<file path="src/rtl/vram_arbiter.sv">
// vram_arbiter: shares the single-port VRAM bank between the VDP (absolute
// priority, never stalled) and a host port that uses the VDP's idle cycles.
// Host transaction: IDLE (latch) -> PEND (drive when VDP idle) -> DATA (ack).
// Optional macro VRAM_ARB_STARVE_EN enables the starvation counter and the
// sticky host_starve flag; when undefined host_starve is tied low.
module vram_arbiter #(
  parameter int unsigned ADDR_W       = 16,
  parameter int unsigned STARVE_LIMIT = 1024
) (
  input  logic              clk21m,
  input  logic              reset,
  input  logic              vdp_active,
  input  logic [ADDR_W-1:0] vdp_addr,
  input  logic              vdp_we,
  input  logic [7:0]        vdp_do,
  input  logic              host_req,
  input  logic              host_we,
  input  logic [ADDR_W-1:0] host_addr,
  input  logic [7:0]        host_din,
  output logic              host_ack,
  output logic [7:0]        host_dout,
  output logic              host_starve,
  output logic              busy,
  output logic [ADDR_W-1:0] ram_addr,
  output logic              ram_we,
  output logic [7:0]        ram_data,
  input  logic [7:0]        ram_q
);

  typedef enum logic [1:0] {
    IDLE = 2'd0,
    PEND = 2'd1,
    DATA = 2'd2
  } state_t;

  state_t            r_state;
  state_t            w_next;
  logic [ADDR_W-1:0] r_addr;
  logic              r_we;
  logic [7:0]        r_din;
  logic [7:0]        r_dout;
  logic              w_host_drive;

  // A zero limit would make the starvation flag meaningless
  if (STARVE_LIMIT == 0) begin : g_bad_limit
    $error("vram_arbiter: STARVE_LIMIT must be nonzero");
  end

  // State register
  always_ff @(posedge clk21m) begin
    if (reset) r_state <= IDLE;
    else       r_state <= w_next;
  end

  // Next-state logic
  always_comb begin
    w_next = r_state;
    unique case (r_state)
      IDLE:    if (host_req) w_next = PEND;
      PEND:    if (!vdp_active) w_next = DATA;
      DATA:    w_next = IDLE;
      default: w_next = IDLE;
    endcase
  end

  // Host request latches and read-data holding register
  always_ff @(posedge clk21m) begin
    if (reset) begin
      r_addr <= '0;
      r_we   <= 1'b0;
      r_din  <= '0;
      r_dout <= '0;
    end else begin
      if (r_state == IDLE && host_req) begin
        r_addr <= host_addr;
        r_we   <= host_we;
        r_din  <= host_din;
      end
      if (r_state == DATA && !r_we) r_dout <= ram_q;
    end
  end

  // Host drives the bank only in PEND with the VDP idle; reset suppresses it
  assign w_host_drive = (r_state == PEND) && !vdp_active && !reset;

  // Outputs and RAM mux; read data is forwarded from ram_q in the ack cycle
  always_comb begin
    host_ack  = 1'b0;
    busy      = 1'b0;
    host_dout = r_dout;
    ram_addr  = vdp_addr;
    ram_we    = 1'b0;
    ram_data  = vdp_do;
    if (r_state != IDLE) busy = 1'b1;
    if (r_state == DATA) begin
      host_ack = 1'b1;
      if (!r_we) host_dout = ram_q;
    end
    if (vdp_active) begin
      ram_we = vdp_we;
    end else if (w_host_drive) begin
      ram_addr = r_addr;
      ram_we   = r_we;
      ram_data = r_din;
    end
  end

`ifdef VRAM_ARB_STARVE_EN
  localparam int unsigned    CNT_W = $clog2(STARVE_LIMIT + 1);
  localparam logic [CNT_W-1:0] LIMIT = CNT_W'(STARVE_LIMIT);

  logic [CNT_W-1:0] r_cnt;
  logic             r_starve;

  // Stalled-PEND counter, saturating; flag is sticky until reset
  always_ff @(posedge clk21m) begin
    if (reset) begin
      r_cnt    <= '0;
      r_starve <= 1'b0;
    end else if (r_state == IDLE && host_req) begin
      r_cnt <= '0;
    end else if (r_state == PEND && vdp_active && r_cnt != LIMIT) begin
      r_cnt <= r_cnt + CNT_W'(1);
      if (r_cnt + CNT_W'(1) == LIMIT) r_starve <= 1'b1;
    end
  end

  assign host_starve = r_starve;
`else
  assign host_starve = 1'b0;
`endif

endmodule

</file>
<file path="config.mk">
export PLATFORM = sky130hd
export DESIGN_NAME = vram_arbiter
export DESIGN_NICKNAME = d
export VERILOG_FILES = /design/src/rtl/vram_arbiter.sv
export SDC_FILE = /design/constraint.sdc
export NUM_CORES = 1
export LEC_CHECK = 0
export CORE_ASPECT_RATIO = 1.5
export CORE_MARGIN = 2
export CORE_UTILIZATION = 38
export CTS_BUF_LIST = sky130_fd_sc_hd__clkbuf_8
export CTS_CLUSTER_SIZE = 28
export DETAILED_ROUTE_END_ITERATION = 10
export PLACE_DENSITY = 0.79
export SYNTH_ARGS = -nofsm -noshare
export SYNTH_HDL_FRONTEND = slang
export SYNTH_SLANG_ARGS = --single-unit
</file>
<file path="constraint.sdc">
create_clock -name clk21m -period 1.7 [get_ports clk21m]
set_input_delay 0.425 -clock clk21m [delete_from_list [all_inputs] [get_ports clk21m]]
set_output_delay 0.425 -clock clk21m [all_outputs]
set_load 0.01 [all_outputs]
</file>
==> impl_metrics.ini, run 1 <==
[clocking]
cts_root_buf = clkbuf_8
cts_buffer_depth = 2
cts_buffers = 5
clock_latency_ns = 0.28
clock_sinks = 35
cts_tree = built
htree_levels = 2
clkTransAtPathRegs_ns = 0.06
ctsHoldBuffers = 0

[cells_and_area]
nFillCells = 417
post-route-util_pct = 69.6
ff_latch_area_sq_um = 706
finalNonFillerCells = 379
nets = 372
multi_input_area_sq_um = 1330
layout-drive-gt1-share_pct = 35.7
syn_to_final_growth_pct = 78.6
antennaDiodeCount = 0

[drt]
antenna_left = 0
drt_wl_total_mm = 5.85
dr_total_vias = 1773
drc = 0
dr.pass1.iters = 4
vias_per_cell = 4.68
post_drt_wl_per_cell_microns = 15.4
drtIter0Drc = 46

[worst_setup_path]
required_ns = 1.27
r2r-end = r_dout[3]$_SDFFE_PP0P_
criticalPathCategory = reg2out
cp-start-kind = flop
cp-end-kind = output pin
worstPathMaxFanout = 6
reg2regPathDepth = 9
r2r_setup_slack_ns = 0.12
worstPathArrival_ns = 1.72
r2r-start = r_state[0]$_SDFFE_PP0P_

[synth]
netlist_top_cells_area = dfxtp_1 (35%), nand2b_1 (21%), mux2_2 (17%)
synth_fp_nets = 254
synth-seq-cells = 35
yosysTopAreaCell = dfxtp_1
syn_inst = 192
synth_top_area_share_pct = 35.1
synth_area_sq_um = 2000
ys_seq_area_share_pct = 35.1
syn_area_per_cell_sq_um = 10.4
ys_warn_count = 0
yosys.cell_types.count = 18

[die]
rows = 32
start_util_pct = 39.0
core_region_area_sq_um = 5120
die_w_microns = 63.2
io_pins = 98
die_area_sq_um = 5860
die_h_microns = 92.8

[hold_path]
whs_path_depth = 2
hold_end = r_dout[2]$_SDFFE_PP0P_
hp-class = reg2reg
hold_start = r_dout[2]$_SDFFE_PP0P_

[sta]
setup_viol = 33
drv_slew = 0
layout_setup_ws_ns = -0.441
skew_ns = 0.00591
rsz0062_at_grt = true
fin_worst_hold_slack_ns = 0.476
hold_violations = 0
min_period_ns = 2.14
finalCritPeriodShare_pct = 126
fmaxAchievable_mhz = 467

[placed_design]
pre_cts_ws_ns = -1.01
dp.cells = 354
gp_congestion = 0.680
io_buffer_count = 96
place.detailed.hpwl_mm = 3.56

[power]
pwr-share-clk_pct = 30.4
ir_worst_vdd_mv = 0.443
swShare_pct = 24.2
p_leak_uw = 0.00150
seq_power_share_pct = 41.6
intPower_uw = 1640
powerDensity_nw_per_um2 = 605
power_frac_comb_pct = 28.0
finalPower_uw = 2160
switchingPower_uw = 522

[global_route]
grt_pass1_vias = 1850
antenna_found_initial = 0
grt_max_degree = 68
grtUsageTotal_pct = 20.8
grt_pass1_wl_mm = 9.47
globalRouteOverflowTotal = 0

[status]
status = finished, violations left
failed_checks = negative setup slack

[run]
cap_violations = 0
## registers in the layout, indices dropped and copies added (netlist names)
| name | flops |
|---|---|
| r_addr | 16 |
| r_din | 8 |
| r_dout | 8 |
| r_state | 2 |
| r_we | 1 |
## cells in the final DEF (no fill, tap or decap)
master / netlist / layout
buf_12: 0 / 5
buf_16: 0 / 1
buf_2: 1 / 2
buf_4: 4 / 13
buf_6: 3 / 41
buf_8: 0 / 3
clkbuf_2: 0 / 1
clkbuf_8: 0 / 7
clkdlybuf4s15_1: 0 / 1
clkdlybuf4s50_1: 0 / 59
conb_1: 1 / 1
dfxtp_1: 35 / 33
dfxtp_2: 0 / 1
dfxtp_4: 0 / 1
inv_1: 0 / 1
mux2_4: 0 / 32
mux2i_1: 34 / 34
nand2_1: 2 / 2
nand2b_1: 66 / 66
nor2b_1: 1 / 1
nor3_1: 1 / 1
nor3b_2: 0 / 1
nor3b_4: 1 / 1
nor4b_4: 1 / 1
o41ai_1: 1 / 1
or2_4: 0 / 1
## Yosys cell counts, drive strengths merged
| cell | n |
|---|---|
| clkbuf | 7 |
| dfxtp | 35 |
| nor4b | 1 |
| nand2 | 2 |
| mux2 | 32 |
| mux2i | 34 |
| or2 | 1 |
| nor3b | 2 |
| buf | 8 |
| nor2b | 1 |
| o41ai | 1 |
| nor3 | 1 |
| conb | 1 |
| nand2b | 66 |
## critical path, stage by stage, from the launching register on
cell	delay (ns)
dfxtp_4	0.36
nor4b_4	0.23
buf_4	0.16
buf_6	0.12
buf_12	0.13
mux2_4	0.31
buf_6	0.12
## metal layers
metal  GRT usage, %  wire [microns]  up-vias
met2           39.5            3170       63
met1           22.4            2290      832
met3           4.86             312        4
met4           6.52              76        0
li1               -               -      874
met5              0               0        -
## through the flow
stage / instance area, sq um / setup TNS (ns)
final: 3570 / -12.38
after global routing: 3570 / -14.66
after CTS: 3590 / -14.45
after detailed placement: 3160 / -27.21
after global placement: 3160 / -26.53
after floorplan: 2080 / -2.62
## logic make-up after synthesis
| family | share of synthesized area (%) |
|---|---|
| buf+inv | 4.76 |
| mux | 35.1 |
| compound gates | 0.439 |
| simple gates | 24.4 |
| other cells | 0.188 |
| flops | 35.1 |
## timing repair
item	CTS	global route
endpoints found under the setup margin	35	35
cloned	3	0
resized for setup	200	9
pin swaps	2	2
setup buffers	17	2
## power groups by stage
stage	logic, uW	registers, uW	clock network (uW)
finish	604	897	657
global route	644	902	714
CTS	607	895	675
detailed placement	540	915	0
global placement	530	912	0
floorplan	259	906	0
## cell type report
cell class / count / share of cell area (%)
sequential: 35 / 19.8
tap: 68 / 2.39
clock buffer: 7 / 2.70
clock inverter: 1 / 0.105
multi-input combinational: 142 / 37.2
timing repair buffer: 126 / 37.8
## worst max-delay path by stage
stage                                        from            to  slack [ns]  cells after the start
final                     r_state[1]$_SDFFE_PP0P_   ram_data[7]       -0.44                      6
after global routing      r_state[1]$_SDFFE_PP0P_  ram_addr[11]       -0.50                      6
after global placement                 vdp_active  ram_addr[15]       -0.99                      5
after floorplan                             reset   ram_addr[0]       -0.14                      3
after detailed placement               vdp_active   ram_data[0]       -1.01                      5
after CTS                 r_state[1]$_SDFFE_PP0P_   ram_data[6]       -0.54                      7
No activity file was read; power rests on OpenSTA's default activity.
==> run 2: changes to the inputs <==
CORE_UTILIZATION = 31   (was 38)
PLACE_DENSITY = 0.67   (was 0.79)
SKIP_LAST_GASP = 1   (was unset)
==> run 2 against run 1 <==
  * Register-to-register slack improved by 0.22 ns
  * Largest cell class unchanged
  * Highest routed layer unchanged
  * The run still ends with negative setup slack left
  * Non-clock buffer count grew 4
  * First-iteration DRC count increased by 8.7%
==> impl_metrics.ini, run 2 (same netlist as run 1, synthesis figures left out) <==
[clocking]
cts_root_buf = clkbuf_8
clock_sinks = 35
cts_buffer_depth = 2
clkTransAtPathRegs_ns = 0.07
cts_buffers = 5
ctsHoldBuffers = 0
clock_latency_ns = 0.28
htree_levels = 2
cts_tree = built

[die]
die_w_microns = 69.5
rows = 35
io_pins = 98
die_h_microns = 102
die_area_sq_um = 7110
start_util_pct = 32.3
core_region_area_sq_um = 6170

[drt]
drc = 0
vias_per_cell = 4.50
dr_total_vias = 1750
antenna_left = 0
drtIter0Drc = 50
drt_wl_total_mm = 5.06
dr.pass1.iters = 4
post_drt_wl_per_cell_microns = 13.0

[global_route]
gr-max-usage-layer = met2
grt_util_met3_pct = 3.25
antenna_found_initial = 0
globalRouteOverflowTotal = 0
gr-usage-met2_pct = 26.0
grtUsageTotal_pct = 14.3
met1_usage_pct = 16.4
grt_max_degree = 68
grt_pass1_wl_mm = 8.12
grt_pass1_vias = 1758

[status]
status = finished, violations left
failed_checks = negative setup slack

[sta]
drv_slew = 0
layout_setup_ws_ns = -0.378
finalCritPeriodShare_pct = 122
skew_ns = 0.00353
rsz0062_at_grt = true
min_period_ns = 2.08
fmaxAchievable_mhz = 481
hold_violations = 0
setup_viol = 33

[placed_design]
gp_congestion = 0.693
place.detailed.hpwl_mm = 3.39
io_buffer_count = 96

[cells_and_area]
antennaDiodeCount = 0
post-route-util_pct = 58.1
regMostFlops = r_addr
top_regs = r_addr x16, r_din x8, r_dout x8
largest_reg_flops = 16
mostFrequentLayoutCells = nand2b_1 (66), clkdlybuf4s50_1 (59), buf_6 (43)
nets = 376
layout_commonest_cell = nand2b_1
layout-drive-gt1-share_pct = 37.1
nFillCells = 548
syn_to_final_growth_pct = 79.5

[power]
p_leak_uw = 0.00153
ir_worst_vdd_mv = 0.369
powerDensity_nw_per_um2 = 601
finalPower_uw = 2150

[run]
cap_violations = 0

[worst_setup_path]
worstPathArrival_ns = 1.65
cp-end-kind = output pin
r2r-start = r_state[1]$_SDFFE_PP0P_
path_cells = nor4b_4 > buf_4 > clkbuf_16 > buf_4 > mux2_4 > buf_6
critPathMostFrequentCell = buf_4
reg2regPathDepth = 5
criticalPathCategory = reg2out
cp-start-kind = flop
cp_slowest_cell = dfxtp_2
worstPathMaxFanout = 5
r2r_setup_slack_ns = 0.34
cp_top_family = buffers and inverters
required_ns = 1.27
slowest_delay_ns = 0.34
r2r-end = r_din[0]$_SDFFE_PP0P_
cp_num_buf_inv = 4

[hold_path]
hp-class = reg2reg
hold_start = r_addr[13]$_SDFFE_PP0P_
hold_end = r_addr[13]$_SDFFE_PP0P_
whs_path_depth = 2
==> run 2: cell types whose count changed in the layout (fill, tap and decap cells not counted), sizes merged <==
cell	change
clkdlybuf4s15	-1
buf	+5
==> run 2: worst min-delay path: cells and delay by family, from the launching register on <==
family           cells  cell delay [ns]
AND/OR/NAND/NOR      1             0.06
flip-flops           1             0.31
multiplexers         1             0.06
==> run 2: where the power goes <==
group | switching (uW) | internal [uW] | total [uW]
Clock | 299 | 364 | 663
Combinational | 190 | 406 | 596
Sequential | 27.6 | 868 | 896
==> run 2: cell type report <==
| type | count | area, sq um | area share [%] |
|---|---|---|---|
| Timing Repair Buffer | 130 | 1350 | 37.7 |
| Tap cell | 74 | 92.6 | 2.58 |
| Multi-Input combinational cell | 142 | 1340 | 37.3 |
| Clock buffer | 7 | 96.3 | 2.69 |
| Sequential cell | 35 | 703 | 19.6 |
| Clock inverter | 1 | 3.75 | 0.105 |
==> run 2: what timing repair did <==
action                                  4_1_cts  5_1_grt
gates cloned                                  1        0
endpoints found under the setup margin       35       35
gates resized for setup                     194       16
buffers inserted                             13        3
pin swaps                                     2        2
==> run 2: metrics by stage <==
stage          hold slack [ns]  cell area [sq um]  worst slack [ns]  setup TNS (ns)  cells
2_1_floorplan            0.445               2080            -0.141           -2.62    192
3_3_place_gp             0.458               3210            -0.987          -26.78    365
3_5_place_dp             0.466               3210             -1.01          -27.48    365
4_1_cts                  0.479               3540            -0.516          -14.62    387
5_1_grt                  0.499               3580            -0.464          -13.50    389
6_report                 0.476               3580            -0.378          -10.89    389
==> run 2: worst max path at each step <==
| stage | slack, ns | depth (start not counted) | start | endpoint |
|---|---|---|---|---|
| 5_1_grt | -0.46 | 6 | r_state[1]$_SDFFE_PP0P_ | ram_addr[7] |
| 2_1_floorplan | -0.14 | 3 | reset | ram_addr[0] |
| 3_5_place_dp | -1.01 | 5 | vdp_active | ram_data[0] |
| 4_1_cts | -0.52 | 5 | r_state[1]$_SDFFE_PP0P_ | ram_data[5] |
| 6_report | -0.38 | 6 | r_state[1]$_SDFFE_PP0P_ | ram_addr[4] |
| 3_3_place_gp | -0.99 | 5 | vdp_active | ram_data[2] |
==> run 2: layer usage <==
metal	routed length [microns]	up-vias
met5	0	-
met4	66	0
met3	301	6
met2	2570	60
met1	2120	804
li1	-	880
